===== src/rtl/mc_ctrl_pkg.sv =====
// Shared encodings for the multi-cycle MIPS control unit: FSM states,
// ALU operation codes, opcode/funct values and datapath select encodings.
package mc_ctrl_pkg;

    typedef enum logic [4:0] {
        S_IF       = 5'd0,
        S_ID       = 5'd1,
        S_MEM_ADDR = 5'd2,
        S_MEM_RD   = 5'd3,
        S_LW_WB    = 5'd4,
        S_MEM_WR   = 5'd5,
        S_R_EX     = 5'd6,
        S_R_WB     = 5'd7,
        S_BEQ      = 5'd8,
        S_J        = 5'd9,
        S_I_EX     = 5'd10,
        S_I_WB     = 5'd11,
        S_JAL      = 5'd12,
        S_BNE      = 5'd13
    } state_t;

    // ALU operation codes
    localparam logic [2:0] ALU_AND = 3'b000;
    localparam logic [2:0] ALU_OR  = 3'b001;
    localparam logic [2:0] ALU_ADD = 3'b010;
    localparam logic [2:0] ALU_NOR = 3'b011;
    localparam logic [2:0] ALU_XOR = 3'b101;
    localparam logic [2:0] ALU_SUB = 3'b110;
    localparam logic [2:0] ALU_SLT = 3'b111;

    // Opcodes (IR[31:26])
    localparam logic [5:0] OP_RTYPE = 6'b000000;
    localparam logic [5:0] OP_LW    = 6'b100011;
    localparam logic [5:0] OP_SW    = 6'b101011;
    localparam logic [5:0] OP_BEQ   = 6'b000100;
    localparam logic [5:0] OP_BNE   = 6'b000101;
    localparam logic [5:0] OP_J     = 6'b000010;
    localparam logic [5:0] OP_JAL   = 6'b000011;
    localparam logic [5:0] OP_ADDI  = 6'b001000;
    localparam logic [5:0] OP_ANDI  = 6'b001100;
    localparam logic [5:0] OP_ORI   = 6'b001101;
    localparam logic [5:0] OP_SLTI  = 6'b001010;

    // R-type funct values (IR[5:0])
    localparam logic [5:0] FN_ADD = 6'b100000;
    localparam logic [5:0] FN_SUB = 6'b100010;
    localparam logic [5:0] FN_AND = 6'b100100;
    localparam logic [5:0] FN_OR  = 6'b100101;
    localparam logic [5:0] FN_XOR = 6'b100110;
    localparam logic [5:0] FN_NOR = 6'b100111;
    localparam logic [5:0] FN_SLT = 6'b101010;

    // Destination register select
    localparam logic [1:0] RD_RT = 2'b00;
    localparam logic [1:0] RD_RD = 2'b01;
    localparam logic [1:0] RD_RA = 2'b10;

    // Write-back data select
    localparam logic [1:0] M2R_ALUOUT = 2'b00;
    localparam logic [1:0] M2R_MDR    = 2'b01;
    localparam logic [1:0] M2R_PC     = 2'b10;

    // ALU B operand select
    localparam logic [1:0] SRCB_REG    = 2'b00;
    localparam logic [1:0] SRCB_FOUR   = 2'b01;
    localparam logic [1:0] SRCB_IMM    = 2'b10;
    localparam logic [1:0] SRCB_IMM_SH = 2'b11;

    // PC source select
    localparam logic [1:0] PCS_ALU    = 2'b00;
    localparam logic [1:0] PCS_ALUOUT = 2'b01;
    localparam logic [1:0] PCS_JUMP   = 2'b10;

    // True for the R-type funct values the datapath supports
    function automatic logic funct_supported(input logic [5:0] fn);
        case (fn)
            FN_ADD, FN_SUB, FN_AND, FN_OR, FN_XOR, FN_NOR, FN_SLT: funct_supported = 1'b1;
            default:                                               funct_supported = 1'b0;
        endcase
    endfunction

endpackage


===== src/rtl/mc_ctrl_alu_dec.sv =====
// ALU operation decoder: maps the current FSM state plus IR fields to the
// 3-bit ALU control code. Purely combinational.
module alu_dec
    import mc_ctrl_pkg::*;
(
    input  logic [4:0] i_state,
    input  logic [5:0] i_opcode,
    input  logic [5:0] i_funct,
    output logic [2:0] o_alu_ctr
);

    // Select the ALU operation for the state being executed
    always_comb begin
        o_alu_ctr = ALU_AND;
        case (i_state)
            S_IF, S_ID, S_MEM_ADDR: o_alu_ctr = ALU_ADD;
            S_BEQ, S_BNE:           o_alu_ctr = ALU_SUB;
            S_R_EX: begin
                case (i_funct)
                    FN_ADD:  o_alu_ctr = ALU_ADD;
                    FN_SUB:  o_alu_ctr = ALU_SUB;
                    FN_AND:  o_alu_ctr = ALU_AND;
                    FN_OR:   o_alu_ctr = ALU_OR;
                    FN_XOR:  o_alu_ctr = ALU_XOR;
                    FN_NOR:  o_alu_ctr = ALU_NOR;
                    FN_SLT:  o_alu_ctr = ALU_SLT;
                    default: o_alu_ctr = ALU_ADD;
                endcase
            end
            S_I_EX: begin
                case (i_opcode)
                    OP_ADDI: o_alu_ctr = ALU_ADD;
                    OP_ANDI: o_alu_ctr = ALU_AND;
                    OP_ORI:  o_alu_ctr = ALU_OR;
                    OP_SLTI: o_alu_ctr = ALU_SLT;
                    default: o_alu_ctr = ALU_ADD;
                endcase
            end
            default: o_alu_ctr = ALU_AND;
        endcase
    end

endmodule


===== src/rtl/mc_ctrl.sv =====
// Multi-cycle MIPS control unit. Moore FSM that sequences fetch, decode,
// execute, memory and write-back, driving every datapath select and enable.
// Memory states hold while mem_ready is low so strobes and iord stay stable
// across a stall. The only input-dependent outputs are the IF-state
// pc_write/ir_write (gated by mem_ready) and branch pc_write (gated by zero).
module mc_ctrl
    import mc_ctrl_pkg::*;
(
    input  logic       clk,
    input  logic       rst,
    input  logic [5:0] opcode,
    input  logic [5:0] funct,
    input  logic       zero,
    input  logic       mem_ready,
    output logic       pc_write,
    output logic       iord,
    output logic       mem_read,
    output logic       mem_write,
    output logic       ir_write,
    output logic       reg_write,
    output logic [1:0] reg_dst,
    output logic [1:0] mem_to_reg,
    output logic       alu_src_a,
    output logic [1:0] alu_src_b,
    output logic [2:0] alu_ctr,
    output logic [1:0] pc_source,
    output logic [4:0] state
);

    state_t r_state;
    state_t w_next;

    assign state = r_state;

    alu_dec u_alu_dec (
        .i_state   (r_state),
        .i_opcode  (opcode),
        .i_funct   (funct),
        .o_alu_ctr (alu_ctr)
    );

    // State register; reset forces an immediate return to fetch
    always_ff @(posedge clk or posedge rst) begin
        if (rst) r_state <= S_IF;
        else     r_state <= w_next;
    end

    // Next-state logic and per-state datapath controls
    always_comb begin
        w_next     = r_state;
        pc_write   = 1'b0;
        iord       = 1'b0;
        mem_read   = 1'b0;
        mem_write  = 1'b0;
        ir_write   = 1'b0;
        reg_write  = 1'b0;
        reg_dst    = RD_RT;
        mem_to_reg = M2R_ALUOUT;
        alu_src_a  = 1'b0;
        alu_src_b  = SRCB_REG;
        pc_source  = PCS_ALU;

        case (r_state)
            S_IF: begin
                mem_read  = 1'b1;
                alu_src_b = SRCB_FOUR;
                ir_write  = mem_ready;
                pc_write  = mem_ready;
                w_next    = mem_ready ? S_ID : S_IF;
            end
            S_ID: begin
                // ALU precomputes PC + (imm << 2) into ALUOut for branches
                alu_src_b = SRCB_IMM_SH;
                case (opcode)
                    OP_RTYPE:                         w_next = funct_supported(funct) ? S_R_EX : S_IF;
                    OP_LW, OP_SW:                     w_next = S_MEM_ADDR;
                    OP_BEQ:                           w_next = S_BEQ;
                    OP_BNE:                           w_next = S_BNE;
                    OP_J:                             w_next = S_J;
                    OP_JAL:                           w_next = S_JAL;
                    OP_ADDI, OP_ANDI, OP_ORI, OP_SLTI: w_next = S_I_EX;
                    default:                          w_next = S_IF;
                endcase
            end
            S_MEM_ADDR: begin
                alu_src_a = 1'b1;
                alu_src_b = SRCB_IMM;
                w_next    = (opcode == OP_SW) ? S_MEM_WR : S_MEM_RD;
            end
            S_MEM_RD: begin
                iord     = 1'b1;
                mem_read = 1'b1;
                w_next   = mem_ready ? S_LW_WB : S_MEM_RD;
            end
            S_LW_WB: begin
                reg_write  = 1'b1;
                mem_to_reg = M2R_MDR;
                reg_dst    = RD_RT;
                w_next     = S_IF;
            end
            S_MEM_WR: begin
                iord      = 1'b1;
                mem_write = 1'b1;
                w_next    = mem_ready ? S_IF : S_MEM_WR;
            end
            S_R_EX: begin
                alu_src_a = 1'b1;
                alu_src_b = SRCB_REG;
                w_next    = S_R_WB;
            end
            S_R_WB: begin
                reg_write = 1'b1;
                reg_dst   = RD_RD;
                w_next    = S_IF;
            end
            S_BEQ: begin
                alu_src_a = 1'b1;
                pc_source = PCS_ALUOUT;
                pc_write  = zero;
                w_next    = S_IF;
            end
            S_BNE: begin
                alu_src_a = 1'b1;
                pc_source = PCS_ALUOUT;
                pc_write  = ~zero;
                w_next    = S_IF;
            end
            S_J: begin
                pc_source = PCS_JUMP;
                pc_write  = 1'b1;
                w_next    = S_IF;
            end
            S_JAL: begin
                // Jump and link: return address (PC) written to $31
                pc_source  = PCS_JUMP;
                pc_write   = 1'b1;
                reg_write  = 1'b1;
                reg_dst    = RD_RA;
                mem_to_reg = M2R_PC;
                w_next     = S_IF;
            end
            S_I_EX: begin
                alu_src_a = 1'b1;
                alu_src_b = SRCB_IMM;
                w_next    = S_I_WB;
            end
            S_I_WB: begin
                reg_write = 1'b1;
                reg_dst   = RD_RT;
                w_next    = S_IF;
            end
            default: w_next = S_IF;
        endcase
    end

endmodule


===== config.mk =====
export PLATFORM = sky130hd
export DESIGN_NAME = mc_ctrl
export DESIGN_NICKNAME = d
export VERILOG_FILES = /design/src/rtl/mc_ctrl_pkg.sv /design/src/rtl/mc_ctrl_alu_dec.sv /design/src/rtl/mc_ctrl.sv
export SDC_FILE = /design/constraint.sdc
export NUM_CORES = 1
export LEC_CHECK = 0
export CORE_AREA = 2 2 52 54
export DETAILED_ROUTE_END_ITERATION = 8
export DIE_AREA = 0 0 54 56
export PLACE_DENSITY = 0.73
export SLEW_MARGIN = 20
export SYNTH_ARGS = -nofsm -noshare
export SYNTH_HDL_FRONTEND = slang
export SYNTH_SLANG_ARGS = --single-unit
export TNS_END_PERCENT = 50

===== constraint.sdc =====
create_clock -name clk -period 1.8 [get_ports clk]
set_input_delay 0.36 -clock clk [delete_from_list [all_inputs] [get_ports clk]]
set_output_delay 0.36 -clock clk [all_outputs]
set_load 0.02 [all_outputs]

==> run metrics, run 1 <==
outcome complete, but fails checks; failing checks negative setup slack; cts hold-fix bufs 0; Primary FF master, synth dfrtp_1; Setup crit end kind output port; Congestion Overflow GR 0; Filler Cell Count 176; CP Data Required Time 1.44 ns; DRT iter0 DRCs 65; CTS tree done; Clk pwr share 0.095; Die Width 54 um; Finished Layout Cells 237; max-slew violation count 0; Reg area 103 um2; FF-to-FF End state[2]; Final Worst Setup Slack -0.0352 ns; worst r2r path cells 8; CTS H-tree lvls 1; most common cell after layout, fill and taps aside buf_4; Yosys warning total 0; crit-path max FO 4; wire length per cell 17.3 um; vias 1363; Tmin final 1.84 ns; power per cell area 631 nW/um2; Final Skew 0.00228 ns; share of the synthesized area in the top cell type 0.120; clock net sink count 4; starting density of the core 0.344; area of the multi-input gates 805 um2; first-pass GRT wire length 5.18 mm; Net Count, Synth 139; Slowest-stage cell, CP dfrtp_1; drt first pass iters 5; dpl hpwl 2.45 mm; Internal 625 uW; Critical Setup Path Class register to output port; DIE AREA 3020 um2; final WL 4.10 mm; Post-synth EDFFs 0; area leader, netlist dfrtp_1; Critical Path Source Type register; FF-to-FF Start state[2]; Flop pwr share 0.112; initial antenna violation count 0; pre-CTS setup slack -0.727 ns; commonest non-fill, non-tap cells in the layout buf_4 (54), nor2_1 (8), inv_1 (8), dlygate4sd2_1 (8), buf_6 (8); most used cell, CP buf_4; Lkg Pwr 0.907 nW; endpoints failing hold 0; dpl cells 217; Rows 18; family with the most delay on the worst path simple AND/OR/NAND/NOR gates; GR Util All Layers 0.222; antenna fix cells 0; crit path buf inv count 2; Net Sw Frac 0.454; #FFs+latches synth 4; Synth Instances 123; R2R setup slack 0.11 ns; Placer Congestion 0.914; Distinct cells, synth 45; Post-Syn Area per Cell 6.80 um2; layout cell share with drive strength beyond 1 0.512; post-synthesis sequential area ratio 0.120; ys async rst share 1.00; Psw 519 uW; cts bufs inserted 3; largest net degree at the start of global routing 21; number of global-route vias before repair 1146; Via density 5.75; Final Cycle Share 1.02; Comb power frac 0.792; DIE HEIGHT 56 um; clock root cell clkbuf_4; max frequency 545 MHz; Area contributors post-synth dfrtp_1 (12%), nor2_1 (6.3%), nand2b_1 (6.0%), a21oi_1 (4.8%), nor3_1 (4.8%); MaxCap Viol Count 0; clk_lat worst skew 0.23 ns; Routed Antenna Nets 0; Tightest Hold Check Type primary input to async pin; core area 2430 um2; Area Growth Syn to Fin 117%; Max IR drop VDD 0.491 mV; IO Pins 39; max reg flops 4; final net count 225; unrepaired setup endpoints after global routing true; crit path cell chain buf_4 -> or2_4 -> nor4_4 -> buf_4; Mapped Area 836 um2; Clock Tree Buf Depth 2; Clock Pin Slew Worst Setup and Hold Paths 0.04 ns; DR DRC count 0; IO Port Bufs 37; largest stage delay on the critical path 0.40 ns; data arrival time of the critical path 1.48 ns; Final setup violation count 7
[metrics by stage]
stage / power [mW] / utilization / hold WS [ns] / setup TNS (ns) / cell area [um2]
floorplan: 0.476 / - / 0.126 / -0.155 / 847
global placement: 0.796 / 0.608 / 0.543 / -4.48 / 1480
detailed placement: 0.812 / 0.608 / 0.558 / -5.06 / 1480
CTS: 0.986 / 0.664 / 0.313 / -0.261 / 1610
global route: 1.19 / 0.745 / 0.351 / -0.688 / 1810
finish: 1.14 / 0.745 / 0.314 / -0.127 / 1810
[worst register-to-register path: cells and delay by family, from the launching register on]
kind	cells	cell delay, ns
AOI/OAI and AO/OA	2	0.51
and+or+nand+nor	2	0.17
DFF	1	0.45
buffers and inverters	4	0.46
[Yosys cell counts, types with 2 or more instances]
library cell / count
xnor2_1: 3
a31oi_1: 2
buf_2: 5
o32ai_1: 2
a211o_1: 2
nor3_1: 8
a21oi_1: 8
nand2b_1: 8
or3_1: 2
o21ai_0: 6
nand4_1: 2
buf_4: 3
nor2_1: 14
nand2_1: 6
and3_1: 2
inv_1: 8
a21o_1: 2
nor4_1: 2
nor3b_1: 5
dfrtp_1: 4
clkbuf_1: 2
nand3_1: 4
[layout make-up]
class,count,share of cell area
inverters,8,0.0166
well taps,30,0.0207
clock buffers,3,0.0124
flip-flops and latches,4,0.0566
repair buffers,93,0.450
multi-input cells,99,0.444
[how the worst max path moves through the flow]
stage | start | endpoint | slack (ns) | depth (start not counted)
2_1_floorplan | state[2] | iord | -0.07 | 4
3_3_place_gp | opcode[0] | alu_ctr[0] | -0.68 | 5
3_5_place_dp | opcode[0] | alu_ctr[0] | -0.73 | 5
4_1_cts | opcode[0] | alu_ctr[0] | -0.24 | 5
5_1_grt | state[3] | alu_ctr[0] | -0.11 | 5
6_report | state[3] | ir_write | -0.04 | 4
[kinds of logic (layout without fill, tap and decap cells)]
kind of cell,Yosys count,after routing,synth area share
xor+xnor,3,3,0.0314
compound gates,34,34,0.311
flops,4,4,0.120
other cells,1,1,0.00449
buf+inv,20,104,0.120
mux,1,1,0.0120
simple gates,60,60,0.401
[routing by layer]
metal | global-route usage | part of all wire
met1 | 0.288 | 0.38
met4 | 0.0821 | 0.032
met3 | 0.0108 | 0.080
met5 | 0 | 0
met2 | 0.375 | 0.50
[repair_timing]
action	4_1_cts	5_1_grt
setup buffers	5	11
pin swaps	6	11
endpoints found under the setup margin	19	19
resized for setup	112	33
hold endpoints to repair	0	0
gates cloned	0	1
[power groups by stage]
stage	clock (mW)	combinational [mW]	sequential [mW]
after CTS	0.111	0.756	0.120
after detailed placement	0	0.698	0.114
final	0.109	0.906	0.129
after floorplan	0	0.344	0.132
after global routing	0.119	0.944	0.130
after global placement	0	0.683	0.112
Note: power is estimated with default switching activity, not from simulation.
==> run 2: changes to the inputs <==
- CORE_AREA: 2 2 52 54 -> 2 2 49 56
- DIE_AREA: 0 0 54 56 -> 0 0 51 58
- MAX_ROUTING_LAYER: default -> met4
- PLACE_DENSITY: 0.73 -> 0.75
- RECOVER_POWER: default -> 25
==> run metrics, run 2 (synthesis results as in run 1) <==
dpl cells 224 (was 217); max reg flops 4 (unchanged); dpl hpwl 2.61 mm (was 2.45 mm); failing checks negative setup slack (unchanged); Placer Congestion 0.933 (was 0.914); FF-to-FF Start state[2] (unchanged); drt first pass iters 4 (was 5); clock net sink count 4 (unchanged); IO Pins 39 (unchanged); most common cell after layout, fill and taps aside buf_4 (unchanged); Congestion Overflow GR 0 (unchanged); Area Growth Syn to Fin 119% (was 117%); Clock Pin Slew Worst Setup and Hold Paths 0.04 ns (about the same); Final setup violation count 8 (was 7); max-slew violation count 0 (unchanged); Rows 19 (was 18); Final Skew 0.00231 ns (was 0.00228 ns); Critical Setup Path Class register to output port (unchanged); antenna fix cells 0 (unchanged); wire length per cell 18.3 um (was 17.3 um); DIE HEIGHT 58 um (was 56 um); CTS H-tree lvls 1 (unchanged); crit-path max FO 5 (was 4); endpoints failing hold 0 (unchanged); Finished Layout Cells 244 (was 237); largest stage delay on the critical path 0.39 ns (was 0.40 ns); worst r2r path cells 7 (was 8); vias 1387 (was 1363); commonest non-fill, non-tap cells in the layout buf_4 (55), dlygate4sd2_1 (15), buf_6 (13) (was buf_4 (54), nor2_1 (8), inv_1 (8), dlygate4sd2_1 (8), buf_6 (8)); Via density 5.68 (was 5.75); FF-to-FF End state[2] (unchanged); power per cell area 649 nW/um2 (was 631 nW/um2); area of the multi-input gates 797 um2 (was 805 um2); R2R setup slack 0.05 ns (was 0.11 ns); IO Port Bufs 37 (unchanged); data arrival time of the critical path 1.58 ns (was 1.48 ns); layout cell share with drive strength beyond 1 0.531 (was 0.512); DRT iter0 DRCs 68 (was 65); minimum hold slack 0.457 ns (was 0.314 ns); Filler Cell Count 153 (was 176); number of global-route vias before repair 1291 (was 1146); largest net degree at the start of global routing 21 (unchanged); CTS tree done (unchanged); DR DRC count 0 (unchanged); Setup crit end kind output port (unchanged); DIE AREA 2960 um2 (was 3020 um2); Critical Path Source Type register (unchanged); max frequency 515 MHz (was 545 MHz); cts hold-fix bufs 0 (unchanged); Tightest Hold Check Type primary input to async pin (unchanged); Lkg Pwr 0.896 nW (was 0.907 nW); outcome complete, but fails checks (unchanged); pre-CTS setup slack -0.701 ns (was -0.727 ns); MaxCap Viol Count 0 (unchanged); GR Util All Layers 0.268 (was 0.222); unrepaired setup endpoints after global routing true (unchanged); crit path cell chain buf_6 -> inv_1 -> nor2_1 -> a21oi_1 -> o21ai_0 -> buf_2 (was buf_4 -> or2_4 -> nor4_4 -> buf_4); final net count 231 (was 225); Routed Antenna Nets 0 (unchanged); first-pass GRT wire length 6.00 mm (was 5.18 mm); final WL 4.46 mm (was 4.10 mm); final instance area 1830 um2 (was 1810 um2); Final Util 0.763 (was 0.745); Die Width 51 um (was 54 um); core area 2400 um2 (was 2430 um2); initial antenna violation count 0 (unchanged); Clock Tree Buf Depth 2 (unchanged); clock root cell clkbuf_4 (unchanged); critical path launch point state[3] (unchanged); Final Cycle Share 1.08 (was 1.02); clk_lat worst skew 0.23 ns (about the same); Reg area 103 um2 (unchanged); Final Worst Setup Slack -0.142 ns (was -0.0352 ns); Slowest-stage cell, CP dfrtp_1 (unchanged); CP Data Required Time 1.44 ns (about the same); Max IR drop VDD 0.601 mV (was 0.491 mV); starting density of the core 0.348 (was 0.344); Tmin final 1.94 ns (was 1.84 ns); Area after DPL 1520 um2 (was 1480 um2); cts bufs inserted 3 (unchanged)
-- run 2: what timing repair did --
| action | CTS | global route |
|---|---|---|
| pin swaps | 10 | 7 |
| buffers inserted | 8 | 7 |
| setup endpoints to repair | 19 | 18 |
| gates cloned | 0 | 2 |
| gates resized for setup | 117 | 30 |
-- run 2: metrics by stage --
step                power, mW  TNS (ns)
floorplan               0.476    -0.155
global placement        0.816     -4.43
detailed placement      0.829     -4.98
CTS                     0.990   -0.0757
global route             1.26     -1.18
finish                   1.19    -0.454
-- run 2: area by class of cell --
cell class                      count  area share
Multi-Input combinational cell     99       0.435
Tap cell                           31      0.0212
Inverter                            8      0.0177
Timing Repair Buffer               99       0.458
Clock buffer                        3      0.0123
Sequential cell                     4      0.0560
-- run 2: worst max path at each step --
| stage | endpoint | depth (start not counted) |
|---|---|---|
| 3_3_place_gp | alu_ctr[0] | 5 |
| 3_5_place_dp | alu_ctr[0] | 6 |
| 6_report | alu_src_a | 6 |
| 4_1_cts | alu_ctr[2] | 7 |
| 2_1_floorplan | iord | 4 |
| 5_1_grt | alu_src_a | 6 |
-- run 2: worst max-delay path, delay by kind of cell, from the launching register on --
kind,cells,cell delay [ns]
and+or+nand+nor,1,0.21
AOI/OAI and AO/OA,2,0.31
buffers and inverters,3,0.45
DFF,1,0.39
-- run 2: per-layer routing --
metal / global-route usage / part of all wire / routed length, um / up-vias
met5: - / 0 / 0 / -
met4: 0.108 / 0.056 / 248 / 0
met3: 0.0258 / 0.057 / 253 / 23
met2: 0.479 / 0.52 / 2310 / 82
met1: 0.304 / 0.37 / 1650 / 650
li1: - / - / - / 632
-- run 2: where the power goes --
part / leakage [nW] / internal [mW] / total, mW / switching [mW]
clock network: 0.0138 / 0.0745 / 0.109 / 0.0347
registers: 0.0511 / 0.106 / 0.124 / 0.0184
logic: 0.831 / 0.474 / 0.957 / 0.483
==> run 3: changes to the inputs <==
- PLACE_DENSITY: 0.75 -> 0.82
==> run metrics, run 3 (synthesis results as in run 1) <==
setup TNS -0.136 ns (was -0.454 ns); clk_lat worst skew 0.23 ns (about the same); clock root cell clkbuf_4 (unchanged); Clock Tree Buf Depth 2 (unchanged); Reg area 101 um2 (was 103 um2); DRT iter0 DRCs 57 (was 68); dpl hpwl 2.46 mm (was 2.61 mm); DIE HEIGHT 58 um (unchanged); Via density 5.56 (was 5.68); Rows 19 (unchanged); vias 1295 (was 1387); Area after DPL 1520 um2 (unchanged); layout cell share with drive strength beyond 1 0.495 (was 0.531); IO Pins 39 (unchanged); Flop pwr share 0.117 (was 0.104); commonest non-fill, non-tap cells in the layout buf_4 (49), dlygate4sd2_1 (15), buf_2 (11) (was buf_4 (55), dlygate4sd2_1 (15), buf_6 (13)); DR DRC count 0 (unchanged); MaxCap Viol Count 0 (unchanged); CP Data Required Time 1.44 ns (about the same); DIE AREA 2960 um2 (unchanged); clock net sink count 4 (unchanged); Clock Pin Slew Worst Setup and Hold Paths 0.04 ns (about the same); cts hold-fix bufs 0 (unchanged); R2R setup slack 0.17 ns (was 0.05 ns); Congestion Overflow GR 0 (unchanged); Comb power frac 0.780 (was 0.804); final WL 3.68 mm (was 4.46 mm); Tightest Hold Check Type primary input to async pin (unchanged); Psw 481 uW (was 536 uW); Critical Setup Path Class register to output port (unchanged); Critical Path Source Type register (unchanged); area of the multi-input gates 768 um2 (was 797 um2); Lkg Pwr 0.794 nW (was 0.896 nW); max reg flops 4 (unchanged); Setup crit end kind output port (unchanged); unrepaired setup endpoints after global routing true (unchanged); IO Port Bufs 37 (unchanged); Final Skew 0.00313 ns (was 0.00231 ns); starting density of the core 0.348 (unchanged); Area Growth Syn to Fin 97.2% (was 119%); CTS tree done (unchanged); endpoints failing hold 0 (unchanged); initial antenna violation count 0 (unchanged); Clk pwr share 0.103 (was 0.092); crit-path max FO 7 (was 5); Tmin final 1.86 ns (was 1.94 ns); failing checks negative setup slack (unchanged); CTS H-tree lvls 1 (unchanged); Internal 549 uW (was 654 uW); most common cell after layout, fill and taps aside buf_4 (unchanged); Final Worst Setup Slack -0.0637 ns (was -0.142 ns); Filler Cell Count 197 (was 153); Routed Antenna Nets 0 (unchanged); final instance area 1650 um2 (was 1830 um2); antenna fix cells 0 (unchanged); max frequency 537 MHz (was 515 MHz); Finished Layout Cells 233 (was 244); number of global-route vias before repair 1274 (was 1291); Net Sw Frac 0.467 (was 0.451); largest net degree at the start of global routing 15 (was 21); outcome complete, but fails checks (unchanged); power per cell area 625 nW/um2 (was 649 nW/um2); Die Width 51 um (unchanged); core area 2400 um2 (unchanged); wire length per cell 15.8 um (was 18.3 um); Placer Congestion 0.944 (was 0.933); max-slew violation count 0 (unchanged); drt first pass iters 4 (unchanged); Final setup violation count 5 (was 8); cts bufs inserted 3 (unchanged); Max IR drop VDD 0.627 mV (was 0.601 mV); final net count 220 (was 231); Final Cycle Share 1.04 (was 1.08); GR Util All Layers 0.230 (was 0.268); data arrival time of the critical path 1.50 ns (was 1.58 ns); dpl cells 224 (unchanged); first-pass GRT wire length 5.22 mm (was 6.00 mm)
run 3: cell types whose count changed in the layout (fill, tap and decap cells not counted), moves of 2 or more:
cell / change
buf_2: +5
buf_4: -6
buf_6: -7
nor2_1: -2
nor3_1: +2
nor3_2: -2
o21ai_1: +2
run 3: stage by stage:
step	hold slack, ns	power, mW	util	setup WS, ns
final	0.449	1.03	0.686	-0.0637
after global routing	0.461	1.09	0.686	-0.108
after CTS	0.312	0.937	0.660	-0.00385
after detailed placement	0.553	0.852	0.635	-0.688
after global placement	0.544	0.835	0.635	-0.633
after floorplan	0.126	0.476	-	-0.0739
run 3: what timing repair did:
action	4_1_cts	5_1_grt
hold endpoints to repair	0	0
resized for setup	110	25
setup endpoints to repair	20	15
pin swaps	8	4
gates cloned	0	0
setup buffers	2	4
run 3: final timing paths:
kind                               start         end  cells past startpoint
worst max-delay path            state[2]  alu_ctr[2]                      6
worst min-delay path                 rst    state[0]                      2
worst max register to register  state[1]    state[2]                      6
worst min register to register  state[2]    state[3]                      2
max in group asynchronous            rst    state[2]                      2
min in group clk                state[2]    state[3]                      2
run 3: worst max-delay path: stages, from the launching register on:
cell and delay [ns]:
dfrtp_2 0.46, buf_6 0.15, xnor2_2 0.13, and3_1 0.18, inv_1 0.07, nand3_1 0.10, buf_4 0.18
run 3: layout make-up:
class / count / area share
Multi-Input combinational cell: 99 / 0.466
Timing Repair Buffer: 88 / 0.417
Sequential cell: 4 / 0.0615
Tap cell: 31 / 0.0235
Inverter: 8 / 0.0182
Clock buffer: 3 / 0.0137
run 3: power by group through the flow:
stage / Clock, mW / Sequential [mW] / Combinational [mW]
finish: 0.106 / 0.121 / 0.803
global route: 0.121 / 0.122 / 0.848
detailed placement: 0 / 0.114 / 0.738
floorplan: 0 / 0.132 / 0.344
global placement: 0 / 0.113 / 0.722
CTS: 0.108 / 0.115 / 0.714
run 3: metal layers:
layer	track usage	vias up	routed length, um
met3	0.0335	6	160
li1	-	610	-
met1	0.237	621	1440
met2	0.430	58	2020
met5	-	-	0
met4	0.0927	0	53
